## src/rtl/spart_rx_deser.sv

```systemverilog
// spart_rx_deser: 8N1 UART receive deserializer feeding the RX queue, with framing-error and overrun flags
module spart_rx_deser #(
    parameter int DIV_W   = 13,
    parameter int DATA_W  = 8,
    parameter int MIN_DIV = 16
) (
    input  logic              clk,
    input  logic              rst,
    input  logic [DIV_W-1:0]  baud_div,
    input  logic              RX,
    input  logic              q_full,
    output logic [DATA_W-1:0] rx_data,
    output logic              rx_wr,
    output logic              frame_err,
    output logic              overrun,
    output logic              busy
);
    typedef enum logic [2:0] {IDLE, START, DATA, STOP, BRK} state_t;
    state_t state, state_n;
    logic rx_m, rxs, rxs_q;
    logic [DIV_W-1:0] div_l, div_n, div_sel, cnt, cnt_n;
    logic [3:0] idx, idx_n;
    logic [DATA_W-1:0] sh, sh_n, data_n;
    logic wr_n, fe_n, ov_n, samp;
    assign div_sel = baud_div < DIV_W'(MIN_DIV) ? DIV_W'(MIN_DIV) : baud_div;
    assign samp    = cnt == '0;
    assign busy    = state != IDLE;
    // next-state, bit timer, shift register and strobe decisions
    always_comb begin
        state_n = state;
        cnt_n   = samp ? div_l - DIV_W'(1) : cnt - DIV_W'(1);
        div_n   = div_l;
        idx_n   = idx;
        sh_n    = sh;
        data_n  = rx_data;
        wr_n    = 1'b0;
        fe_n    = 1'b0;
        ov_n    = 1'b0;
        case (state)
            IDLE: begin
                cnt_n = '0;
                if (rxs_q && !rxs) begin
                    state_n = START;
                    div_n   = div_sel;
                    cnt_n   = (div_sel >> 1) - DIV_W'(1);
                end
            end
            START: if (samp) begin
                state_n = rxs ? IDLE : DATA;
                idx_n   = '0;
            end
            DATA: if (samp) begin
                sh_n  = {rxs, sh[DATA_W-1:1]};
                idx_n = idx + 4'd1;
                if (idx == 4'(DATA_W - 1)) state_n = STOP;
            end
            STOP: if (samp) begin
                if (rxs) begin
                    data_n  = sh;
                    wr_n    = !q_full;
                    ov_n    = q_full;
                    state_n = IDLE;
                end else begin
                    fe_n    = 1'b1;
                    state_n = BRK;
                end
            end
            BRK: begin
                cnt_n = '0;
                if (rxs) state_n = IDLE;
            end
            default: state_n = IDLE;
        endcase
    end
    // synchronizer, state and datapath registers
    always_ff @(posedge clk) begin
        if (rst) begin
            rx_m      <= 1'b1;
            rxs       <= 1'b1;
            rxs_q     <= 1'b1;
            state     <= IDLE;
            cnt       <= '0;
            div_l     <= '0;
            idx       <= '0;
            sh        <= '0;
            rx_data   <= '0;
            rx_wr     <= 1'b0;
            frame_err <= 1'b0;
            overrun   <= 1'b0;
        end else begin
            rx_m      <= RX;
            rxs       <= rx_m;
            rxs_q     <= rxs;
            state     <= state_n;
            cnt       <= cnt_n;
            div_l     <= div_n;
            idx       <= idx_n;
            sh        <= sh_n;
            rx_data   <= data_n;
            rx_wr     <= wr_n;
            frame_err <= fe_n;
            overrun   <= ov_n;
        end
    end
endmodule

```

## config.mk

```make
export PLATFORM = sky130hd
export DESIGN_NAME = spart_rx_deser
export DESIGN_NICKNAME = d
export VERILOG_FILES = /design/src/rtl/spart_rx_deser.sv
export SDC_FILE = /design/constraint.sdc
export NUM_CORES = 1
export LEC_CHECK = 0
export BUFFER_PORTS_ARGS = -buffer_cell sky130_fd_sc_hd__buf_2
export CORE_ASPECT_RATIO = 1.5
export CORE_UTILIZATION = 40
export DETAILED_ROUTE_END_ITERATION = 6
export SYNTH_ARGS = -nofsm -noshare
export SYNTH_HDL_FRONTEND = slang
export SYNTH_SLANG_ARGS = --single-unit
```

## constraint.sdc

```tcl
create_clock -name clk -period 5.42 [get_ports clk]
set_clock_uncertainty 0.1 [all_clocks]
set_input_delay 0.271 -clock clk [delete_from_list [all_inputs] [get_ports clk]]
set_output_delay 0.271 -clock clk [all_outputs]
set_load 0.005 [all_outputs]
```

After elaboration in Yosys (flattened, before gate mapping):

Index checks and enable logic that the tools add are counted.
W data, S select, Z words.

* bits in registers: 55
* latch bits: 0
* memory bits (writable): 0
* bits in read-only memories: 0
* output and inout port bits: 12
* logic and storage cells: 62
* memories: 0

* $add $sub $neg: 4
* multiply operators: 0
* div/mod/pow operators: 0
* $lt $le $gt $ge: 1
* equality and inequality tests: 11
* shifts and indexed selects: 0
* mux-type cells: 17
* bitwise gates (word level): 3
* reduce and logical (&&, ||, !) cells: 14

Operators with widths (number)
* $mux W13: 3
* $pmux W13 S2: 1
* $sub A13 B1 Y13 const B: 2
* $mux W3: 7
* $pmux W3 S5: 1
* $logic_not A13 Y1: 1
* $lt A13 B5 Y1 const B: 1
* $sub A12 B1 Y13 const B: 1
* $ne A2 B2 Y1 const B: 6
* $mux W4: 2
* $pmux W4 S2: 1
* $eq A3 B2 Y1 const B: 2
* $reduce_and A3 Y1: 2
* $reduce_and A6 Y1: 1
* $add A4 B1 Y4 const B: 1
* $eq A4 B3 Y1 const B: 1
* $reduce_and A2 Y1: 2
* $reduce_or A4 Y1: 1
* $eq A3 B1 Y1 const B: 1
* $eq A3 B3 Y1 const B: 1
* $logic_not A3 Y1: 1
* $not A1 Y1: 3
* $reduce_bool A3 Y1: 1
* $reduce_or A3 Y1: 1
* 5 further kinds: 6

Logic depth before layout (Yosys ltp):

* word-level depth: 5
* mapped depth: 12
* gate-level depth less buffers: 10

Least setup slack after synthesis:

Ideal clock, no wire load.

* path kind: flip-flop to flip-flop
* start point: register cnt[8]
* end point: register cnt[12]
* arrival: 2.340 ns
* data required time: 5.193 ns
* slack: 2.852 ns
* cell stages (with the launch flop): 13
* path buffers: 2
* cell sequence: dfxtp_1 -> nor4_2 -> and4_1 -> buf_4 -> buf_2 -> a21oi_1 -> ha_1 -> nand2b_1 -> or3_4 -> a41oi_1 -> o211ai_1 -> xnor2_1 -> nor2_1

* cells in the longest elaborated chain, start to end: 3
* elaborated cells on any way between the ends: 4

RTL lines
* start, declared: RTL line 21 `logic [DIV_W-1:0] div_l, div_n, div_sel, cnt, cnt_n;`
* start signal, assigned: RTL line 95 `cnt <= cnt_n;`
* $sub A13 B1 Y13 / $logic_not A13 Y1 (equally long branches): RTL line 31, 26
* $mux W13 (*): RTL line 31 `cnt_n = samp ? div_l - DIV_W'(1) : cnt - DIV_W'(1);`
* $pmux W13 S2 (*): RTL line 39 `case (state)`

Mark *: on every way between the ends. The rest lies on a longest branch, timed or not.
A chain may end at the register's enable or synchronous reset.

Worst setup path after layout:

* start point: register cnt[1]
* end point: register cnt[12]

The elaborated chain is that of the path after synthesis.

==> impl_metrics.ini <==
[outcome]
status = finished clean

[timing]
setup_violations = 0
rsz0062_at_grt = no
postLayoutSetupSlackWorst_ps = 2418
slew_violations = 0
hold_viol_final = 0
fin_crit_ps = 3002
fmax_mhz = 333.2
finalCritPeriodShare_pct = 55.38
whs_ps = 37.34
max_slew_margin_pct = 31.63
tns_ps = 0
tightest_slew_ps = 1022

[floorplan]
io_pins = 29
row_count = 36
start_util_pct = 41.13
die_w_um = 68.68
die_h_um = 102.0
core_area_um2 = 6486
dieArea_um2 = 7006

[setup_path]
critPathArrivalTime_ps = 3130
cpPeakStageDelay_ps = 740
cp_max_fo = 19
crit_buf_inv = 0
path_delay_family = simple AND/OR/NAND/NOR gates
critical_path_class = reg -> reg
r2r-start = cnt[1]
crit_slowest_cell = and4_1
start_kind = flop
critPathLaunch = cnt[1]
cp_cell_sequence = nor3_1, and4_1, a21oi_1, ha_1, nand2b_1, or3_4, a41oi_1, o211ai_1, xnor2_1, nor2_1
required_ps = 5540
endpoint_kind = flop

[yosys]
synth_edf_count = 0
synthTopCellsByCount = 70 x nand2_1, 55 x dfxtp_1, 48 x a21oi_1
async_flop_share_pct = 0
synthTopCellsByArea = dfxtp_1 41%, nand2_1 9.8%, a21oi_1 9.0%
syn_area_per_cell_um2 = 7.823
yosysUniqueCellTypes = 50
syn_nets = 361
ys_seq_elements = 55
seq_area_frac_synth_pct = 41.28
yosysTopAreaCell = dfxtp_1
syn_area_um2 = 2668
ys.flop_type = dfxtp_1
ys_warn_count = 0
netlist.area_leader.share_pct = 41.28
synth_most_common_cell = nand2_1
synth_cells = 341

[grt]
grt_usage_pct = 20.40
grt_pass1_wl_mm = 10.55
overflow = 0
grt_max_degree = 44
antenna_found_initial = 0
grt_pass1_vias = 2281

[drt]
routed_wl_mm = 6.628
vias = 2461
route.met2.wl_mm = 3.623
drt-met1-wl_mm = 2.597
viasPerCell = 5.619
drtIter0Drc = 142
drc = 0
wl_met3_um = 211
detail-route-antenna-nets = 0
highest-signal-layer = met4
wire_per_inst_um = 15.13
firstDrtPassIters = 6

[power]
power_leakage_nw = 1.070
power.density_nw_per_um2 = 444.6
irDropWorstVdd_mv = 0.1556

[min_path]
hp-class = in -> reg
hp-start = RX

[clocking]
numCtsBuffers = 5
clock_latency_ps = 320
cts_setup_buffers = 0
clock_sinks = 55
clockBufferDepth = 2
clockRootBuffer = clkbuf_8
htreeDepth = 2
clk_pin_slew_worst_paths_ps = 110
cts_tree = built

[final_layout]
final_core_util_pct = 45.68
fin_nets = 381
area_delta_synth_final_pct = 11.07
n_antenna_cell = 0
drive_above_1_share_pct = 12.98
fillers = 682

[placement]
pre_cts_ws_ps = 2472
dp_hpwl_mm = 4.838
place_congestion = 0.8364
numPortBuffers = 28

[job]
drv_cap = 0
-- power breakdown --
group          switching [mW]  total, mW  internal, mW  leakage (nW)
clock                   0.145      0.285         0.140        0.0587
combinational           0.332      0.547         0.215         0.566
sequential             0.0446      0.485         0.440         0.446
-- registers in the layout, summed over array words and instances, names as in the netlist --
| signal | flops |
|---|---|
| cnt | 13 |
| div_l | 13 |
| rx_data | 8 |
| sh | 8 |
| idx | 4 |
| state | 3 |
| frame_err | 1 |
| overrun | 1 |
| rx_m | 1 |
| rx_wr | 1 |
| rxs | 1 |
| rxs_q | 1 |
-- cell type report --
| type | count | area [um^2] | area share, % |
|---|---|---|---|
| Sequential cell | 55 | 1101 | 37.16 |
| Tap cell | 76 | 95.09 | 3.209 |
| Inverter | 4 | 15.01 | 0.5068 |
| Multi-Input combinational cell | 266 | 1485 | 50.13 |
| Clock inverter | 3 | 47.55 | 1.605 |
| Clock buffer | 5 | 68.82 | 2.323 |
| Timing Repair Buffer | 29 | 150.1 | 5.068 |
-- path summary, 6_finish.rpt --
check | to | slack, ps | cells past startpoint
min | rx_m | 40 | 2
max reg2reg | cnt[12] | 2420 | 10
min reg2reg | rxs | 320 | 1
max | cnt[12] | 2420 | 10
-- worst reg2reg max path, stage by stage, from the launching register on --
cell      delay (ps)
dfxtp_1          340
nor3_1           570
and4_1           740
a21oi_1          180
ha_1             240
nand2b_1         140
or3_4            160
a41oi_1           60
o211ai_1         180
xnor2_1          140
nor2_1            50
-- timing repair --
| item | in CTS | in global routing |
|---|---|---|
| hold endpoints to repair | 0 | 1 |
| gates resized for setup | 0 | 0 |
| hold buffers | 0 | 1 |
-- metal layers --
metal | up-vias | track usage [%]
met5 | - | 0
met4 | 0 | 10.74
met3 | 14 | 3.013
met2 | 58 | 38.01
met1 | 1144 | 21.00
li1 | 1245 | -
-- logic make-up (layout without fill, tap and decap cells) --
kind of cell | after synthesis | count (layout) | synth area share, %
adder cells (fa/ha/maj) | 3 | 3 | 1.407
XOR/XNOR | 18 | 18 | 5.910
multiplexers | 1 | 1 | 0.3752
AO/OA/AOI/OAI | 82 | 82 | 17.87
AND/OR/NAND/NOR | 162 | 162 | 30.11
buffers and inverters | 20 | 41 | 3.048
flip-flops | 55 | 55 | 41.28
-- per-stage QoR --
step           total power, mW  std cells  area [um^2]
3_3_place_gp             1.038        429         2836
3_5_place_dp             1.036        429         2836
4_1_cts                  1.320        437         2953
5_1_grt                  1.397        438         2963
2_1_floorplan           0.9399        341         2668
6_report                 1.317        438         2963
-- cells in the final DEF (no fill, tap or decap), types with 2 or more instances in the layout --
cell | netlist | final
nand2_1 | 70 | 70
dfxtp_1 | 55 | 55
a21oi_1 | 48 | 48
buf_2 | 2 | 28
nor2_1 | 21 | 21
nor3_1 | 16 | 16
nand3_1 | 12 | 12
xor2_1 | 12 | 12
o22ai_1 | 9 | 9
or2_2 | 6 | 6
xnor2_1 | 6 | 6
nor4_1 | 5 | 5
or3_1 | 5 | 5
or4_1 | 5 | 5
clkbuf_8 | 0 | 5
nand2b_1 | 4 | 4
inv_1 | 4 | 4
o21ai_0 | 4 | 4
nor2b_1 | 3 | 3
a31oi_1 | 3 | 3
o211ai_1 | 3 | 3
ha_1 | 3 | 3
nand4b_1 | 2 | 2
nand3b_1 | 2 | 2
a41oi_1 | 2 | 2
o31ai_1 | 2 | 2
and3_1 | 2 | 2
Power figures use the tool's default switching activity.
